[config.mk]
export PLATFORM = sky130hd
export DESIGN_NAME = data_forwarding
export DESIGN_NICKNAME = d
export VERILOG_FILES = /design/src/rtl/reg_names.sv /design/src/rtl/data_forwarding_fwd_select.sv /design/src/rtl/data_forwarding.sv
export SDC_FILE = /design/constraint.sdc
export NUM_CORES = 1
export LEC_CHECK = 0
export ABC_AREA = 1
export BUFFER_PORTS_ARGS = -buffer_cell sky130_fd_sc_hd__buf_2
export CAP_MARGIN = 10
export CORE_MARGIN = 2
export CORE_UTILIZATION = 48
export CTS_BUF_LIST = sky130_fd_sc_hd__clkbuf_8 sky130_fd_sc_hd__clkbuf_16
export DETAILED_ROUTE_END_ITERATION = 8
export GPL_ROUTABILITY_DRIVEN = 0
export PLACE_DENSITY = 0.72
export SLEW_MARGIN = 30
export SYNTH_ARGS = -nofsm -noshare
export SYNTH_HDL_FRONTEND = slang
export SYNTH_SLANG_ARGS = --single-unit
[constraint.sdc]
create_clock -name clk -period 4.6 [get_ports clk]
set_input_delay 0.69 -clock clk [delete_from_list [all_inputs] [get_ports clk]]
set_output_delay 0.69 -clock clk [all_outputs]
set_load 0.02 [all_outputs]
[src/rtl/reg_names.sv]
// Shared RV32 register-name enum and EX operand-mux select encodings.
package reg_names;

  typedef enum logic [4:0] {
    zero, ra, sp, gp, tp, t0, t1, t2,
    s0, s1, a0, a1, a2, a3, a4, a5,
    a6, a7, s2, s3, s4, s5, s6, s7,
    s8, s9, s10, s11, t3, t4, t5, t6
  } regName_t;

  localparam logic [1:0] FWD_NONE = 2'b00;
  localparam logic [1:0] FWD_MEM  = 2'b01;
  localparam logic [1:0] FWD_WB   = 2'b10;

endpackage

[src/rtl/data_forwarding_fwd_select.sv]
// Per-operand bypass select: MEM beats WB, x0 never forwarded, zero latency.
module fwd_select
  import reg_names::*;
(
  input  regName_t   rs_i,
  input  logic       mem_we_i,
  input  regName_t   mem_rd_i,
  input  logic       wb_we_i,
  input  regName_t   wb_rd_i,
  output logic [1:0] sel_o
);

  // An unresolved condition takes the else path, so the result stays within 00/01/10.
  always_comb begin
    sel_o = FWD_NONE;
    if (mem_we_i && (mem_rd_i != zero) && (mem_rd_i == rs_i)) begin
      sel_o = FWD_MEM;
    end else if (wb_we_i && (wb_rd_i != zero) && (wb_rd_i == rs_i)) begin
      sel_o = FWD_WB;
    end
  end

endmodule

[src/rtl/data_forwarding.sv]
// EX-stage bypass unit with saturating forwarding-event counters.
// Optional macro DF_ASSERT_EN compiles in simulation-only sanity assertions.
module data_forwarding
  import reg_names::*;
#(
  parameter int REG_SIZE  = 5,
  parameter int CNT_WIDTH = 32
) (
  input  logic                 clk,
  input  logic                 rst,
  input  logic                 mem_regWrite,
  input  logic                 wb_regWrite,
  input  regName_t             mem_rd,
  input  regName_t             wb_rd,
  input  regName_t             ex_rs1,
  input  regName_t             ex_rs2,
  output logic [1:0]           df_mux1,
  output logic [1:0]           df_mux2,
  output logic [CNT_WIDTH-1:0] mem_fwd_cnt,
  output logic [CNT_WIDTH-1:0] wb_fwd_cnt
);

  if (REG_SIZE != $bits(regName_t)) begin : g_bad_reg_size
    $error("REG_SIZE must equal the width of regName_t");
  end

  fwd_select u_sel_rs1 (
    .rs_i     (ex_rs1),
    .mem_we_i (mem_regWrite),
    .mem_rd_i (mem_rd),
    .wb_we_i  (wb_regWrite),
    .wb_rd_i  (wb_rd),
    .sel_o    (df_mux1)
  );

  fwd_select u_sel_rs2 (
    .rs_i     (ex_rs2),
    .mem_we_i (mem_regWrite),
    .mem_rd_i (mem_rd),
    .wb_we_i  (wb_regWrite),
    .wb_rd_i  (wb_rd),
    .sel_o    (df_mux2)
  );

  logic [1:0]           mem_inc, wb_inc;
  logic [CNT_WIDTH:0]   mem_sum, wb_sum;
  logic [CNT_WIDTH-1:0] mem_fwd_cnt_d, mem_fwd_cnt_q;
  logic [CNT_WIDTH-1:0] wb_fwd_cnt_d, wb_fwd_cnt_q;

  assign mem_inc = {1'b0, df_mux1 == FWD_MEM} + {1'b0, df_mux2 == FWD_MEM};
  assign wb_inc  = {1'b0, df_mux1 == FWD_WB}  + {1'b0, df_mux2 == FWD_WB};

  // One extra sum bit catches the carry-out; any carry clamps to all-ones.
  always_comb begin
    mem_sum       = {1'b0, mem_fwd_cnt_q} + {{(CNT_WIDTH-1){1'b0}}, mem_inc};
    wb_sum        = {1'b0, wb_fwd_cnt_q} + {{(CNT_WIDTH-1){1'b0}}, wb_inc};
    mem_fwd_cnt_d = mem_sum[CNT_WIDTH] ? {CNT_WIDTH{1'b1}} : mem_sum[CNT_WIDTH-1:0];
    wb_fwd_cnt_d  = wb_sum[CNT_WIDTH]  ? {CNT_WIDTH{1'b1}} : wb_sum[CNT_WIDTH-1:0];
  end

  always_ff @(posedge clk) begin
    if (rst) begin
      mem_fwd_cnt_q <= '0;
      wb_fwd_cnt_q  <= '0;
    end else begin
      mem_fwd_cnt_q <= mem_fwd_cnt_d;
      wb_fwd_cnt_q  <= wb_fwd_cnt_d;
    end
  end

  assign mem_fwd_cnt = mem_fwd_cnt_q;
  assign wb_fwd_cnt  = wb_fwd_cnt_q;

`ifdef DF_ASSERT_EN
  always @(posedge clk) begin
    assert (df_mux1 != 2'b11 && df_mux2 != 2'b11)
      else $error("illegal select: rs1=%s rs2=%s mem_rd=%s wb_rd=%s",
                  ex_rs1.name(), ex_rs2.name(), mem_rd.name(), wb_rd.name());
    assert (!((ex_rs1 == zero) && (df_mux1 != FWD_NONE)))
      else $error("forward selected for rs1=%s", ex_rs1.name());
    assert (!((ex_rs2 == zero) && (df_mux2 != FWD_NONE)))
      else $error("forward selected for rs2=%s", ex_rs2.name());
    if (!rst) begin
      assert (mem_fwd_cnt_d >= mem_fwd_cnt_q && wb_fwd_cnt_d >= wb_fwd_cnt_q)
        else $error("counter decrease: rs1=%s rs2=%s mem_rd=%s wb_rd=%s",
                    ex_rs1.name(), ex_rs2.name(), mem_rd.name(), wb_rd.name());
    end
  end
`endif

endmodule

==> results of run 1 <==
==> final timing paths <==
| check | slack [ns] | cells after the start | endpoint | from |
|---|---|---|---|---|
| worst max-delay path | 1.42 | 15 | mem_fwd_cnt[19] | mem_rd[2] |
| worst min-delay path | 0.58 | 2 | wb_fwd_cnt[24] | wb_fwd_cnt[24] |
| worst max register to register | 2.27 | 10 | mem_fwd_cnt[19] | mem_fwd_cnt[0] |
| worst min register to register | 0.58 | 2 | wb_fwd_cnt[24] | wb_fwd_cnt[24] |
==> cells in the final DEF, fill, tap and decap left out, types with 3 or more instances in the layout <==
cell      synthesis  final
o21ai_0           7      7
inv_1            71     73
nand3_1          47     47
xnor2_1          25     25
nand2_2           3      3
nor2_2            7      7
nand3b_1          6      6
nor3_1            7      7
a21oi_2          10     10
nand2_1         178    178
nand4_1           6      6
clkbuf_8          0     12
a21oi_1          22     22
dfxtp_1          64     64
xor2_1           20     20
nor2_1          127    127
buf_2             2     91
inv_2             7      7
==> state kept, by name, indices dropped and copies added, names as in the netlist <==
signal,flops
wb_fwd_cnt,32
mem_fwd_cnt,32
==> critical path: stages <==
cell,delay [ns]
buf_2,0.12
nor2_1,0.06
nand2_1,0.07
o21ai_0,0.15
nor3_1,0.40
fa_1,0.28
ha_1,0.19
nand2_1,0.09
nor2_4,0.14
nand2_4,0.10
nor2_8,0.15
nand3_2,0.58
nand3_1,0.31
nand2_1,0.07
inv_1,0.06
==> power by group through the flow <==
| stage | Clock (mW) | Combinational [mW] | Sequential [mW] |
|---|---|---|---|
| after detailed placement | 0 | 0.0533 | 0.568 |
| after floorplan | 0 | 0.0289 | 0.569 |
| final | 0.574 | 0.0533 | 0.555 |
| after CTS | 0.586 | 0.0536 | 0.555 |
| after global placement | 0 | 0.0512 | 0.568 |
| after global routing | 0.608 | 0.0588 | 0.555 |
==> logic make-up after synthesis <==
| family | share of synthesized area [%] |
|---|---|
| AND/OR/NAND/NOR | 41.87 |
| buffers and inverters | 9.108 |
| flip-flops | 31.83 |
| XOR/XNOR | 9.792 |
| AO/OA/AOI/OAI | 5.782 |
| adder cells (fa/ha/maj) | 1.616 |
==> Yosys cell counts, drive strengths merged <==
master  count  share of area [%]
nand4       6               0.93
nor2      138                 14
inv        78                7.3
dfxtp      64                 32
nand2     183                 18
xnor2      25                5.4
nand3      49                6.5
a21oi      32                4.9
nand3b      6                1.1
xor2       20                4.4
and2        2               0.31
nor3        7               0.87
o21ai       7               0.87
clkbuf      2               0.19
buf         9                1.6
ha          2               0.62
fa          2               0.99
==> stage by stage <==
stage | util (%) | instance area (µm²) | setup slack, ns | hold WS, ns | instances
6_report | 58.36 | 4771 | 1.422 | 0.5781 | 833
5_1_grt | 58.36 | 4771 | 1.123 | 0.6150 | 833
4_1_cts | 58.36 | 4771 | 1.397 | 0.5753 | 833
3_5_place_dp | 55.51 | 4538 | 1.027 | 0.5621 | 817
3_3_place_gp | 55.51 | 4538 | 1.229 | 0.5561 | 817
2_1_floorplan | - | 4025 | 1.511 | 0.6073 | 632
==> layer usage <==
metal | part of all wire, % | vias to the layer above
met3 | 5.4 | 15
met4 | 1.4 | 0
met5 | 0 | -
met2 | 50 | 117
met1 | 43 | 1883
li1 | - | 2128
==> area by class of cell <==
| cell class | count | area share (%) |
|---|---|---|
| Sequential cell | 64 | 26.86 |
| Tap cell | 105 | 2.754 |
| Inverter | 78 | 6.137 |
| Clock inverter | 4 | 1.416 |
| Timing Repair Buffer | 91 | 9.546 |
| Clock buffer | 12 | 3.462 |
| Multi-Input combinational cell | 479 | 49.83 |
==> out/results.ini, run 1 <==
[status]
status = complete, no violations

[clock_tree]
numCtsBuffers = 9
clkTransAtPathRegs_ns = 0.07
cts_setup_buffers = 0
cts.sinks = 64
cts_tree = built
cts.htree.levels = 3
cts_hold_buf = 0
cts-root-buf = clkbuf_8
max-clock-path-buffers = 2
cts_resized = 0
clk_latency_ns = 0.35

[pwr]
power_mw = 1.182
ir_drop_v = 0.0001588
intPower_uw = 921.5
p_leak_nw = 2.270
power_density_nw_per_um2 = 247.8
p_switching_uw = 260.9
p_comb_share_pct = 4.5
power_frac_clock_pct = 48.5
switching_share_pct = 22.07
seq_power_share_pct = 46.9

[logic_synthesis]
synthesis.area_um2 = 4025
synth_cells = 632
synth-seq-area-share_pct = 31.83
ys_types = 28
ys_ff_latch = 64
yosysWarnings = 0
synth_area_per_cell_um2 = 6.369
synth_nets = 660

[detailed_routing]
wl_per_cell_um = 12.52
vias = 4143
drtIter0Drc = 160
vias_per_cell = 4.974
wl_um = 10430
first_pass_iters = 5
drc = 0
ant_nets = 0

[worst_hold_path]
hold_path_class = flop to flop

[worst_setup_path]
arrival_ns = 3.47
crit_type = input port to flop
start_kind = input port
critPathMaxFanout = 29
crit_required_ns = 4.89
end_kind = flop

[global_routing]
grt_start_max_net_pins = 41
grt-ovfl-total = 0
busiest_layer = met2
grt_pass1_vias = 3865
grt_use_met2_pct = 43.30
antenna_found_initial = 0
grt_use_met3_pct = 4.032
grt_pass1_wl_um = 17220
grt.total_usage_pct = 23.99
met1_usage_pct = 28.59

[die]
io_pins = 92
die_w_um = 95.58
fp.coreArea_um2 = 8175
rows = 33
start_util_pct = 49.23
fp.dieH_um = 95.58
dieArea_um2 = 9135

[sta]
fin_crit_sh_pct = 69.10
finalCriticalPeriod_ns = 3.178
maxClockFrequency_mhz = 314.6
hold_viol = 0
slew_headroom_pct = 41.05
tightest_slew_ns = 0.8842
drv_slew = 0
rsz0062_at_grt = no
skew_ns = 0.006089
fin_setup_tns_ns = 0
report.final.setup_viol = 0

[cells_and_area]
nets = 751
fill_cells = 840
final-seq-area_um2 = 1281
multi_input_area_um2 = 2377
syn_to_final_growth_pct = 18.53
antenna_cells = 0
drive_above_1_share_pct = 19.23

[job]
drv_cap = 0

[place]
io_buffers = 91
post-dp-hpwl_um = 7844

Power figures use the tool's default switching activity.
==> inputs of run 2 (changes only) <==
ABC_AREA = 0   (was 1)
PLACE_DENSITY = 0.74   (was 0.72)
clock period = 3.17 ns   (was 4.6 ns; I/O delays follow)
==> out/results.ini, run 2 <==
[detailed_routing]
vias = 3716  ; -10%
drtIter0Drc = 200  ; +25%
wl_um = 9617  ; -7.8%
drc = 0  ; unchanged
wl_per_cell_um = 15.10  ; +21%
first_pass_iters = 5  ; unchanged
vias_per_cell = 5.834  ; +17%
ant_nets = 0  ; unchanged

[pwr]
power_mw = 1.623  ; +37%
power_density_nw_per_um2 = 356.3  ; +44%
p_leak_nw = 1.784  ; -21%
ir_drop_v = 0.0002187  ; +38%

[worst_setup_path]
start_kind = input port
arrival_ns = 3.31  ; -0.16 ns
r2r_end = wb_fwd_cnt[0]
crit_required_ns = 3.45  ; -1.44 ns
critPathMaxFanout = 5  ; -83%
crit_type = input port to flop
reg2reg_depth = 5  ; -5
end_kind = flop
regToRegSetupSlack_ns = 1.08  ; -1.19 ns
r2r-start = wb_fwd_cnt[25]

[logic_synthesis]
synth_enable_flop_cells = 0  ; unchanged
ys_types = 45  ; +61%
synth_nets = 441  ; -33%
synth_compound_area_share_pct = 16.32  ; +11 points
synth_area_leaders = dfxtp_1 (37%), xnor2_1 (6.2%), a21oi_1 (5.6%)
synth_top_flop_cell = dfxtp_1
synth-seq-area-share_pct = 36.56  ; +4.7 points
synth_top_family_by_area = simple AND/OR/NAND/NOR gates
synth_area_leader_cell = dfxtp_1
yosysWarnings = 0  ; unchanged
synthSimpleGateAreaFrac_pct = 28.53  ; -13 points
ys_ff_latch = 64  ; unchanged
synthesis.area_um2 = 3505  ; -13%
synth_top_area_share_pct = 36.56  ; +4.7 points
async_flop_share_pct = 0  ; unchanged
synth_most_common_cell = dfxtp_1
synthXorXnorAreaFrac_pct = 11.75  ; +2.0 points
synth_cells = 413  ; -35%
synthMuxAreaShare_pct = 0.5712  ; +0.57 points
synth_fa_ha_area_share_pct = 1.856  ; +0.24 points
synth_area_per_cell_um2 = 8.486  ; +33%
synth_common_cells = dfxtp_1 (64), a21oi_1 (39), nand3_1 (31)

[sta]
fin_setup_tns_ns = 0  ; unchanged
rsz0062_at_grt = yes
skew_ns = 0.01281  ; +0.006721 ns
fin_crit_sh_pct = 95.40
maxClockFrequency_mhz = 330.7
finalCriticalPeriod_ns = 3.024
report.final.setup_viol = 0  ; unchanged
drv_slew = 0  ; unchanged
tightest_slew_ns = 0.8496  ; -0.03465 ns
slew_headroom_pct = 42.93  ; +1.9 points
hold_viol = 0  ; unchanged

[global_routing]
grt.total_usage_pct = 24.77  ; +0.78 points
grt-ovfl-total = 0  ; unchanged
grt_pass1_wl_um = 15570  ; -9.6%
antenna_found_initial = 0  ; unchanged
grt_pass1_vias = 3476  ; -10%
grt_start_max_net_pins = 43  ; +4.9%

[cells_and_area]
layout_common_cells = buf_2 (91), dfxtp_1 (64), a21oi_1 (39)
nets = 562  ; -25%
drive_above_1_share_pct = 30.48  ; +11 points
syn_to_final_growth_pct = 30.02
final_common_cell = buf_2
antenna_cells = 0  ; unchanged

[clock_tree]
max-clock-path-buffers = 2  ; unchanged
cts.htree.levels = 3  ; unchanged
cts_hold_buf = 0  ; unchanged
cts_tree = built
numCtsBuffers = 9  ; unchanged
cts_setup_buffers = 0  ; unchanged
cts.sinks = 64  ; unchanged
clk_latency_ns = 0.34  ; about the same
clkTransAtPathRegs_ns = 0.07  ; about the same
cts-root-buf = clkbuf_8

[status]
status = complete, no violations

[place]
post-dp-hpwl_um = 6966  ; -11%
io_buffers = 91  ; unchanged

[die]
fp.dieH_um = 89.45  ; -6.4%
fp.coreArea_um2 = 7176  ; -12%
dieArea_um2 = 8000  ; -12%
io_pins = 92  ; unchanged
die_w_um = 89.45  ; -6.4%
rows = 31  ; -6.1%
start_util_pct = 48.84  ; -0.39 points

[worst_hold_path]
holdPathEnd = wb_fwd_cnt[26]
hold_path_class = flop to flop
holdCritStartpoint = wb_fwd_cnt[26]
whs_path_depth = 2  ; unchanged

[job]
drv_cap = 0  ; unchanged

## run 2: cell types whose count changed after synthesis, sizes merged, moves of 10 or more
cell,delta
nand2,-163
or4,+14
clkbuf,+12
nand4,+15
nor4,+19
inv,-55
and4,+10
nor2,-127
nand3,-17
a31oi,+17
## run 2: worst max-delay path, stage by stage
cell	delay, ns
buf_2	0.11
or4_1	0.55
o21ai_2	0.20
buf_4	0.15
nor4_2	0.05
buf_4	0.14
fa_1	0.41
ha_1	0.21
nand4_1	0.18
nor4_2	0.09
buf_4	0.16
buf_4	0.15
a311o_1	0.35
nand3_1	0.08
## run 2: area by class of cell
type                       instances  area [µm²]
clock buffer                      13       178.9
clock inverter                     2       12.51
fill                             630        2619
inverter                          23       86.33
multi-input combinational        309        2136
sequential                        64        1281
tap                               99       123.9
timing repair buffer             127       738.2
## run 2: routing by layer
layer  global-route usage (%)  up-vias  part of all wire (%)
met5                        0        -                     0
met2                    42.83      103                    50
met1                    29.75     1784                    44
met3                    6.094       18                   4.3
li1                         -     1811                     -
met4                    9.091        0                   1.5
## run 2: how the worst max path moves through the flow
stage	from	to	slack, ns	cells after the start
after floorplan	mem_rd[0]	wb_fwd_cnt[23]	-0.12	10
after global placement	mem_rd[0]	wb_fwd_cnt[23]	-0.22	10
after detailed placement	mem_rd[0]	wb_fwd_cnt[25]	-0.39	10
after CTS	wb_rd[4]	wb_fwd_cnt[25]	0.02	10
after global routing	mem_rd[0]	mem_fwd_cnt[21]	-0.04	14
final	mem_rd[0]	mem_fwd_cnt[22]	0.15	14
## run 2: repair_timing
item,CTS,global route
gates resized for setup,0,3
setup endpoints to repair,2,10
pin swaps,1,0
endpoints found under the hold margin,0,0
## run 2: power by group
| group | internal [mW] | switching, mW |
|---|---|---|
| clock network | 0.364 | 0.315 |
| registers | 0.811 | 0.00949 |
| logic | 0.0511 | 0.0727 |
| total | 1.23 | 0.397 |
## run 2: kinds of logic (layout without fill, tap and decap cells)
group,after synthesis,in the layout
xor+xnor,47,47
buf+inv,40,165
fa+ha+maj,4,4
simple gates,164,164
mux,2,2
flops,64,64
compound gates,92,92
## run 2: per-stage QoR
step	area [µm²]	worst slack, ns	hold WS, ns	instances	util [%]
floorplan	3550	-0.1242	0.5606	413	-
global placement	4344	-0.2221	0.4763	622	60.54
detailed placement	4344	-0.3885	0.5169	622	60.54
CTS	4536	0.02022	0.5269	637	63.21
global route	4557	-0.03794	0.5632	637	63.50
finish	4557	0.1459	0.5274	637	63.50
